## config.mk

```make
export PLATFORM = sky130hd
export DESIGN_NAME = forward_grant_arbiter
export DESIGN_NICKNAME = d
export VERILOG_FILES = /design/src/rtl/forward_grant_arbiter.sv
export SDC_FILE = /design/constraint.sdc
export NUM_CORES = 1
export LEC_CHECK = 0
export CORE_ASPECT_RATIO = 0.6
export CORE_MARGIN = 1
export CORE_UTILIZATION = 25
export DETAILED_ROUTE_END_ITERATION = 8
export PLACE_DENSITY_LB_ADDON = 0.2
export SYNTH_ARGS = -nofsm -noshare
export SYNTH_HDL_FRONTEND = slang
export SYNTH_SLANG_ARGS = --single-unit
```

## constraint.sdc

```tcl
create_clock -name i_clk -period 3 [get_ports i_clk]
set_clock_uncertainty 0.15 [all_clocks]
set_input_delay 0.9 -clock i_clk [delete_from_list [all_inputs] [get_ports i_clk]]
set_output_delay 0.9 -clock i_clk [all_outputs]
set_load 0.02 [all_outputs]
```

## src/rtl/forward_grant_arbiter.sv

```systemverilog
// forward_grant_arbiter
// Responder side of the forward_req / forward_resp / forward_finish handshake.
// This block arbitrates NUM_PORT requesters for one shared forward path.
// - Arbitration is round-robin, and only one grant is outstanding at a time.
// - New grants are issued only while i_fwd_window is high.
// - A grant is held until the owner pulses finish or the watchdog expires.
// All outputs are registered.
module forward_grant_arbiter #(
    parameter int NUM_PORT    = 2,
    parameter int TIMEOUT_CYC = 4096,
    parameter int CNT_W       = 16
) (
    input  logic                          i_clk,
    input  logic                          i_rst,
    input  logic                          i_fwd_window,
    input  logic [NUM_PORT-1:0]           i_forward_req,
    output logic [NUM_PORT-1:0]           o_forward_resp,
    input  logic [NUM_PORT-1:0]           i_forward_finish,
    output logic                          o_busy,
    output logic [$clog2(NUM_PORT)-1:0]   o_owner,
    output logic                          o_timeout,
    output logic [NUM_PORT*CNT_W-1:0]     o_grant_cnt
);

    localparam int unsigned NP   = NUM_PORT;
    localparam int          OW   = $clog2(NUM_PORT);
    localparam int          WD_W = $clog2(TIMEOUT_CYC);

    localparam logic [WD_W-1:0]  WD_LAST = WD_W'(TIMEOUT_CYC - 1);
    localparam logic [OW-1:0]    PORT_LAST = OW'(NUM_PORT - 1);
    localparam logic [CNT_W-1:0] CNT_MAX = '1;

    typedef enum logic [1:0] {
        S_IDLE  = 2'd0,
        S_GRANT = 2'd1,
        S_BUSY  = 2'd2
    } state_t;

    state_t              r_state;
    logic [NUM_PORT-1:0] r_resp;
    logic                r_busy;
    logic [OW-1:0]       r_owner;
    logic                r_timeout;
    logic [OW-1:0]       r_rr;
    logic [WD_W-1:0]     r_wdog;
    logic [CNT_W-1:0]    r_cnt [NUM_PORT];

    logic                w_found;
    logic [OW-1:0]       w_winner;
    logic [OW-1:0]       w_idx;

    // Winner selection: the first requesting port at or after the rr pointer, with wrap-around.
    always_comb begin
        w_found  = 1'b0;
        w_winner = '0;
        w_idx    = '0;
        for (int unsigned i = 0; i < NP; i++) begin
            w_idx = OW'((32'(r_rr) + i) % NP);
            if (!w_found && i_forward_req[w_idx]) begin
                w_found  = 1'b1;
                w_winner = w_idx;
            end
        end
    end

    // Grant FSM, together with its registered outputs, rr pointer, watchdog and grant counters.
    // The watchdog is cleared on entry to GRANT and also counts the GRANT cycle.
    // As a result, the forced release pulse lands TIMEOUT_CYC cycles after the resp pulse.
    always_ff @(posedge i_clk or negedge i_rst) begin
        if (!i_rst) begin
            r_state   <= S_IDLE;
            r_resp    <= '0;
            r_busy    <= 1'b0;
            r_owner   <= '0;
            r_timeout <= 1'b0;
            r_rr      <= '0;
            r_wdog    <= '0;
            for (int unsigned p = 0; p < NP; p++) begin
                r_cnt[p] <= '0;
            end
        end else begin
            r_resp    <= '0;
            r_timeout <= 1'b0;
            case (r_state)
                S_IDLE: begin
                    if (i_fwd_window && w_found) begin
                        r_state          <= S_GRANT;
                        r_resp[w_winner] <= 1'b1;
                        r_busy           <= 1'b1;
                        r_owner          <= w_winner;
                        r_rr             <= (w_winner == PORT_LAST) ? '0 : w_winner + 1'b1;
                        r_wdog           <= '0;
                        if (r_cnt[w_winner] != CNT_MAX) begin
                            r_cnt[w_winner] <= r_cnt[w_winner] + 1'b1;
                        end
                    end
                end
                S_GRANT: begin
                    r_state <= S_BUSY;
                    r_wdog  <= r_wdog + 1'b1;
                end
                S_BUSY: begin
                    if (i_forward_finish[r_owner]) begin
                        r_state <= S_IDLE;
                        r_busy  <= 1'b0;
                    end else if (r_wdog == WD_LAST) begin
                        r_state   <= S_IDLE;
                        r_busy    <= 1'b0;
                        r_timeout <= 1'b1;
                    end else begin
                        r_wdog <= r_wdog + 1'b1;
                    end
                end
                default: begin
                    r_state <= S_IDLE;
                    r_busy  <= 1'b0;
                end
            endcase
        end
    end

    // Pack the per-port counters into the flat output bus, with port 0 in the LSBs.
    always_comb begin
        o_grant_cnt = '0;
        for (int unsigned p = 0; p < NP; p++) begin
            o_grant_cnt[p*CNT_W +: CNT_W] = r_cnt[p];
        end
    end

    assign o_forward_resp = r_resp;
    assign o_busy         = r_busy;
    assign o_owner        = r_owner;
    assign o_timeout      = r_timeout;

endmodule

```

==> flow_summary.json, run 1 <==
{
  "floorplan.rows": 29,
  "p_int_uw": 1560,
  "hold_depth": 1,
  "clockBufferDepth": 2,
  "grt_overflow_total": 0,
  "synth_nets": 303,
  "hold_class": "reg2reg",
  "cp_num_buf_inv": 3,
  "p_clk_share_pct": 23.6,
  "ys_seq_elements": 52,
  "drive_above_1_share_pct": 20.8,
  "clk_pin_slew_ps": 70,
  "syn_inst": 290,
  "synth_edf_count": 0,
  "seq_power_share_pct": 38.2,
  "drt_iter0_drc": 195,
  "cpPeakStageDelay_ps": 330,
  "hpwl_mm": 5.79,
  "critPathRequiredTime_ps": 3030,
  "cts_buffers": 5,
  "area_delta_synth_final_pct": 39.1,
  "crit_family": "simple AND/OR/NAND/NOR gates",
  "p_leak_uw": 0.00172,
  "final_antenna_net_count": 0,
  "p_sw_uw": 909,
  "finalSetupTns_ps": 0,
  "status": "finished with violations",
  "wl_mm": 7.83,
  "worstSetupEndpointType": "flip-flop",
  "cts-root-buf": "clkbuf_16",
  "grt.total_usage_pct": 14.1,
  "avgSynthCellArea_um2": 9.58,
  "start_util_pct": 26.0,
  "violations": "design-rule violations",
  "yosysSeqAreaShare_pct": 46.8,
  "final_util_pct": 36.1,
  "drtPass1Iterations": 7,
  "tightest_slew_ps": 614,
  "via_per_inst": 4.88,
  "hold_ws_ps": 338,
  "fin_nets": 382,
  "yosysUniqueCellTypes": 45,
  "grt_pass1_vias": 2273,
  "fp.dieW_um": 138,
  "wl_per_cell_um": 15.4,
  "hold_path.startpoint": "o_grant_cnt[26]$_DFFE_PN0P_",
  "port_buffers": 43,
  "reg2regPathDepth": 7,
  "cpMaxStageDelayCell": "mux2_2",
  "grt_max_degree": 53,
  "synth_warnings": 0,
  "crit_start": "i_forward_req[1]",
  "crit_arrival_ps": 2880,
  "crit_type": "in2reg",
  "htreeDepth": 2,
  "p_total_uw": 2470,
  "crit_chain": "clkdlybuf4s15_1, inv_2, nor2_2, nand2_1, nand2_1, ha_2, and3_4, nand3_2, a22oi_2, a21oi_2, buf_4, nand3_1, mux2_2",
  "relSlewSlack_pct": 57.9,
  "power_density_nw_per_um2": 638,
  "max_cap_violations": 0,
  "cpMostUsedCell": "nand2_1",
  "pin_count": 44,
  "cts.sinks": 52,
  "cp.depth": 13,
  "finalSetupViolCount": 0,
  "hold_viol": 0,
  "drc": 8,
  "drv_slew": 0,
  "start_kind": "input port",
  "fp.dieH_um": 83.7,
  "rsz0062_at_grt": "false",
  "crit_fanout": 3,
  "dieArea_um2": 11600,
  "cts_hold_buf": 0,
  "max_clock_freq_mhz": 351,
  "p_sw_share_pct": 36.9,
  "grt_first_pass_wirelength_mm": 12.7,
  "fin_crit_sh_pct": 95.1,
  "diodes": 0,
  "worstSkewPairLatency_ps": 300,
  "max-vdd-ir-drop_v": 0.000224,
  "synthFlopType": "dfrtp_1",
  "stdcell_count": 509,
  "via_count": 2482,
  "cts_tree": "done",
  "netlist_area_um2": 2780,
  "finalCriticalPeriod_ps": 2850,
  "async_flop_share_pct": 100,
  "antenna_found_initial": 0,
  "reg2reg_from": "o_grant_cnt[27]$_DFFE_PN0P_",
  "p_comb_share_pct": 38.3,
  "gp_congestion": 0.846,
  "core_um2": 10700,
  "post-place-cells": 498
}
[repair_timing]
| action | CTS | global route |
|---|---|---|
| setup buffers | 1 | 1 |
| endpoints found under the setup margin | 27 | 16 |
| cloned | 0 | 1 |
| resized for setup | 2 | 12 |
| pin swaps | 2 | 8 |
[flip-flops by register name, indices dropped and copies added (netlist names)]
| signal | flops |
|---|---|
| o_timeout | 1 |
| r_rr | 1 |
| r_state | 2 |
| o_owner | 1 |
| o_forward_resp | 2 |
| o_busy | 1 |
| o_grant_cnt | 32 |
| r_wdog | 12 |
[per-layer routing]
layer	track usage [%]	vias to the layer above	wire, um
met5	0	-	0
met2	18.4	59	3020
met3	3.90	2	389
met4	2.76	0	31
met1	22.4	1217	4390
li1	-	1204	-
[layout make-up]
class                      instances  area (um^2)
inverter                          10         37.5
multi-input combinational        219         1450
fill                            1065         6840
timing repair buffer              81          759
clock buffer                       5          125
sequential                        52         1300
tap                              139          174
clock inverter                     3         23.8
[power by group through the flow]
stage	clock network (uW)	registers, uW	logic [uW]
2_1_floorplan	0	1010	462
3_3_place_gp	0	948	924
3_5_place_dp	0	951	924
4_1_cts	599	938	924
5_1_grt	627	960	1030
6_report	581	941	944
[placed cells by master (no fill, tap or decap), types with 2 or more instances in the layout]
cell type / count
a21oi_1: 11
and3_1: 5
xnor2_1: 8
mux2_2: 14
nand2b_1: 3
buf_12: 2
o31ai_1: 6
and2_1: 3
or3_1: 2
nor3_1: 4
clkinvlp_4: 2
nand4_1: 12
o21ai_0: 17
a21o_1: 4
dfrtp_1: 52
nand2_1: 30
nand3_1: 24
xor2_1: 13
inv_1: 9
or2_2: 2
nor2_1: 20
clkdlybuf4s50_1: 40
nor4_1: 2
buf_6: 3
mux2i_1: 3
a31oi_1: 4
clkbuf_16: 6
a22o_1: 2
buf_4: 32
ha_1: 5
[path summary, 6_finish.rpt]
check | end | slack, ps
worst max-delay path | o_grant_cnt[7]$_DFFE_PN0P_ | 150
max in group asynchronous | o_forward_resp[1]$_DFF_PN0_ | 2020
min in group asynchronous | o_grant_cnt[12]$_DFFE_PN0P_ | 440
worst max register to register | o_grant_cnt[29]$_DFFE_PN0P_ | 440
worst min register to register | o_grant_cnt[26]$_DFFE_PN0P_ | 340
worst min-delay path | o_grant_cnt[26]$_DFFE_PN0P_ | 340
[cells by family after synthesis]
group,Yosys count,synth area share [%]
and+or+nand+nor,116,20.5
AOI/OAI and AO/OA,59,13.6
DFF,52,46.8
xor gates and xnor gates,21,6.62
buffers and inverters,19,3.02
muxes,17,6.75
adders and majority gates,6,2.70
[through the flow]
step	area [um^2]	worst slack (ps)
after CTS	3790	48.6
after detailed placement	3640	-516
after global routing	3870	35.8
after global placement	3640	-499
after floorplan	2810	-44.9
final	3870	148
[synthesized netlist by cell type (2+ instances only)]
| cell | count | area (um^2) |
|---|---|---|
| a22o_1 | 2 | 17.5 |
| and3_1 | 6 | 37.5 |
| a21oi_1 | 12 | 60.1 |
| mux2_2 | 14 | 158 |
| nor3_1 | 4 | 20.0 |
| clkbuf_1 | 4 | 15.0 |
| a21o_1 | 4 | 30.0 |
| nand3_1 | 25 | 125 |
| nand4_1 | 12 | 75.1 |
| mux2i_1 | 3 | 30.0 |
| xnor2_1 | 8 | 70.1 |
| o31ai_1 | 6 | 45.0 |
| xor2_1 | 13 | 114 |
| o21ai_0 | 17 | 85.1 |
| nor4_1 | 2 | 12.5 |
| or3_1 | 3 | 18.8 |
| ha_1 | 6 | 75.1 |
| o21ai_1 | 2 | 10.0 |
| buf_2 | 4 | 20.0 |
| or2_2 | 2 | 12.5 |
| a211oi_1 | 2 | 15.0 |
| and2_1 | 3 | 18.8 |
| inv_1 | 9 | 33.8 |
| a31oi_1 | 4 | 25.0 |
| nor2_1 | 21 | 78.8 |
| nand2b_1 | 3 | 18.8 |
| nand2_1 | 30 | 113 |
| dfrtp_1 | 52 | 1300 |
Power figures use the tool's default switching activity.
==> run 2: changes to the inputs <==
CORE_UTILIZATION = 54   (was 25)
==> flow_summary.json, run 2 (same netlist as run 1, synthesis figures left out) <==
{
  "status": "completed",
  "antenna_found_initial": 0,
  "crit_arrival_ps": 2900,
  "hold_ws_ps": 344,
  "reg2regPathDepth": 12,
  "clk_pin_slew_ps": 80,
  "fin_nets": 384,
  "floorplan.rows": 19,
  "drc": 0,
  "hold_depth": 1,
  "post-place-cells": 424,
  "cpPeakStageDelay_ps": 420,
  "layout_common_cells": "52 x dfrtp_1, 40 x clkdlybuf4s50_1, 38 x buf_4, 27 x nand2_1, 25 x nand3_1",
  "core_um2": 4750,
  "rsz0062_at_grt": "false",
  "final_common_cell": "dfrtp_1",
  "fp.dieH_um": 57.6,
  "hold_viol": 0,
  "p_int_uw": 1430,
  "port_buffers": 43,
  "worstSetupEndpointType": "flip-flop",
  "fill_cells": 334,
  "grt_pass1_vias": 2392,
  "final_antenna_net_count": 0,
  "cpMaxStageDelayCell": "a222oi_1",
  "cts_buffers": 5,
  "drt-met1-wl_mm": 3.72,
  "critPathRequiredTime_ps": 3030,
  "drive_above_1_share_pct": 21.5,
  "pin_count": 44,
  "stdcell_count": 435,
  "drv_slew": 0,
  "area_delta_synth_final_pct": 33.5,
  "reg2reg_from": "r_rr$_DFFE_PN0N_",
  "largest_reg_flops": 32,
  "max-vdd-ir-drop_v": 0.000504,
  "crit_fanout": 7,
  "htreeDepth": 2,
  "worstReg2RegEnd": "o_grant_cnt[14]$_DFFE_PN0P_",
  "start_kind": "input port",
  "gp_congestion": 0.953,
  "setup_slack_ps": 131,
  "dp_slack_ps": -573,
  "crit_family": "buffers and inverters",
  "diodes": 0,
  "power_density_nw_per_um2": 622,
  "crit_chain": "clkdlybuf4s15_1, nor2b_4, buf_4, or3_1, a222oi_1, buf_4, a21o_4, buf_4, nor3_1, xor2_1",
  "grt_max_degree": 53,
  "cts-root-buf": "clkbuf_8",
  "cp_num_buf_inv": 4,
  "wl_met3_um": 605,
  "fin_crit_sh_pct": 95.6,
  "finalSetupViolCount": 0,
  "clockBufferDepth": 2,
  "via_per_inst": 5.91,
  "p_leak_uw": 0.00171,
  "cts_tree": "done",
  "multiInputGateArea_um2": 1460,
  "p_sw_uw": 877,
  "r2r_setup_slack_ps": 500,
  "wl_per_cell_um": 16.9,
  "grt.total_usage_pct": 30.2,
  "grt_first_pass_wirelength_mm": 12.2,
  "cpMostUsedCell": "buf_4",
  "drt_iter0_drc": 207,
  "final_util_pct": 78.1,
  "drtPass1Iterations": 5,
  "cts.sinks": 52,
  "max_clock_freq_mhz": 349,
  "register_area_um2": 1300,
  "hpwl_mm": 5.58,
  "dieArea_um2": 5450,
  "relSlewSlack_pct": 73.2,
  "fp.dieW_um": 94.6,
  "highest_layer": "met4",
  "via_count": 2570,
  "met2WireLength_mm": 2.97,
  "seq_power_share_pct": 40.8,
  "start_util_pct": 58.4,
  "hold_path.startpoint": "o_grant_cnt[23]$_DFFE_PN0P_",
  "worstSkewPairLatency_ps": 310,
  "p_sw_share_pct": 38.0,
  "p_comb_share_pct": 41.6,
  "tightest_slew_ps": 399,
  "holdPathEnd": "o_grant_cnt[23]$_DFFE_PN0P_",
  "p_total_uw": 2310,
  "crit_start": "i_forward_req[0]",
  "grt_overflow_total": 0,
  "p_clk_share_pct": 17.6,
  "max_cap_violations": 0,
  "wl_mm": 7.36,
  "crit_type": "in2reg",
  "finalCriticalPeriod_ps": 2870,
  "hold_class": "reg2reg"
}
==> run 2: what timing repair did <==
action	4_1_cts	5_1_grt
pin swaps	1	3
endpoints found under the setup margin	26	7
gates resized for setup	8	7
endpoints found under the hold margin	0	0
hold buffers	0	0
buffers inserted	2	1
==> run 2: per-layer routing <==
metal  GRT usage [%]  up-vias
met1            48.2     1255
met2            39.4      105
met5               0        -
li1                -     1205
met3            8.40        5
met4            8.23        0
==> run 2: power groups by stage <==
stage / combinational (uW) / clock (uW) / sequential, uW
floorplan: 462 / 0 / 1010
global placement: 890 / 0 / 941
detailed placement: 911 / 0 / 947
CTS: 930 / 417 / 938
global route: 1050 / 450 / 956
finish: 960 / 407 / 940
==> run 2: how the worst max path moves through the flow <==
stage | endpoint | cells past startpoint | slack, ps
after floorplan | o_grant_cnt[7]$_DFFE_PN0P_ | 13 | -40
after global placement | o_grant_cnt[5]$_DFFE_PN0P_ | 12 | -480
after detailed placement | o_grant_cnt[22]$_DFFE_PN0P_ | 13 | -570
after CTS | o_grant_cnt[4]$_DFFE_PN0P_ | 10 | 90
after global routing | o_grant_cnt[6]$_DFFE_PN0P_ | 14 | 10
final | o_grant_cnt[22]$_DFFE_PN0P_ | 10 | 130
==> run 2: worst reg2reg max path, delay by kind of cell, from the launching register on <==
kind / cells / cell delay [ps]
AND/OR/NAND/NOR: 7 / 930
flip-flops: 1 / 430
multiplexers: 1 / 270
XOR/XNOR: 1 / 200
buffers and inverters: 1 / 160
adder cells (fa/ha/maj): 1 / 140
AO/OA/AOI/OAI: 1 / 110
==> run 2: final cells by class <==
type                    count  area share [%]
clock inverters             2           0.270
repair buffers             83            20.1
flip-flops and latches     52            35.1
multi-input cells         219            39.2
inverters                  10            1.01
clock buffers               6            2.23
well taps                  63            2.12
==> run 2: through the flow <==
step	area, um^2	setup TNS, ps
floorplan	2810	-44.9
global placement	3560	-11590
detailed placement	3560	-14950
CTS	3690	0
global route	3710	0
finish	3710	0
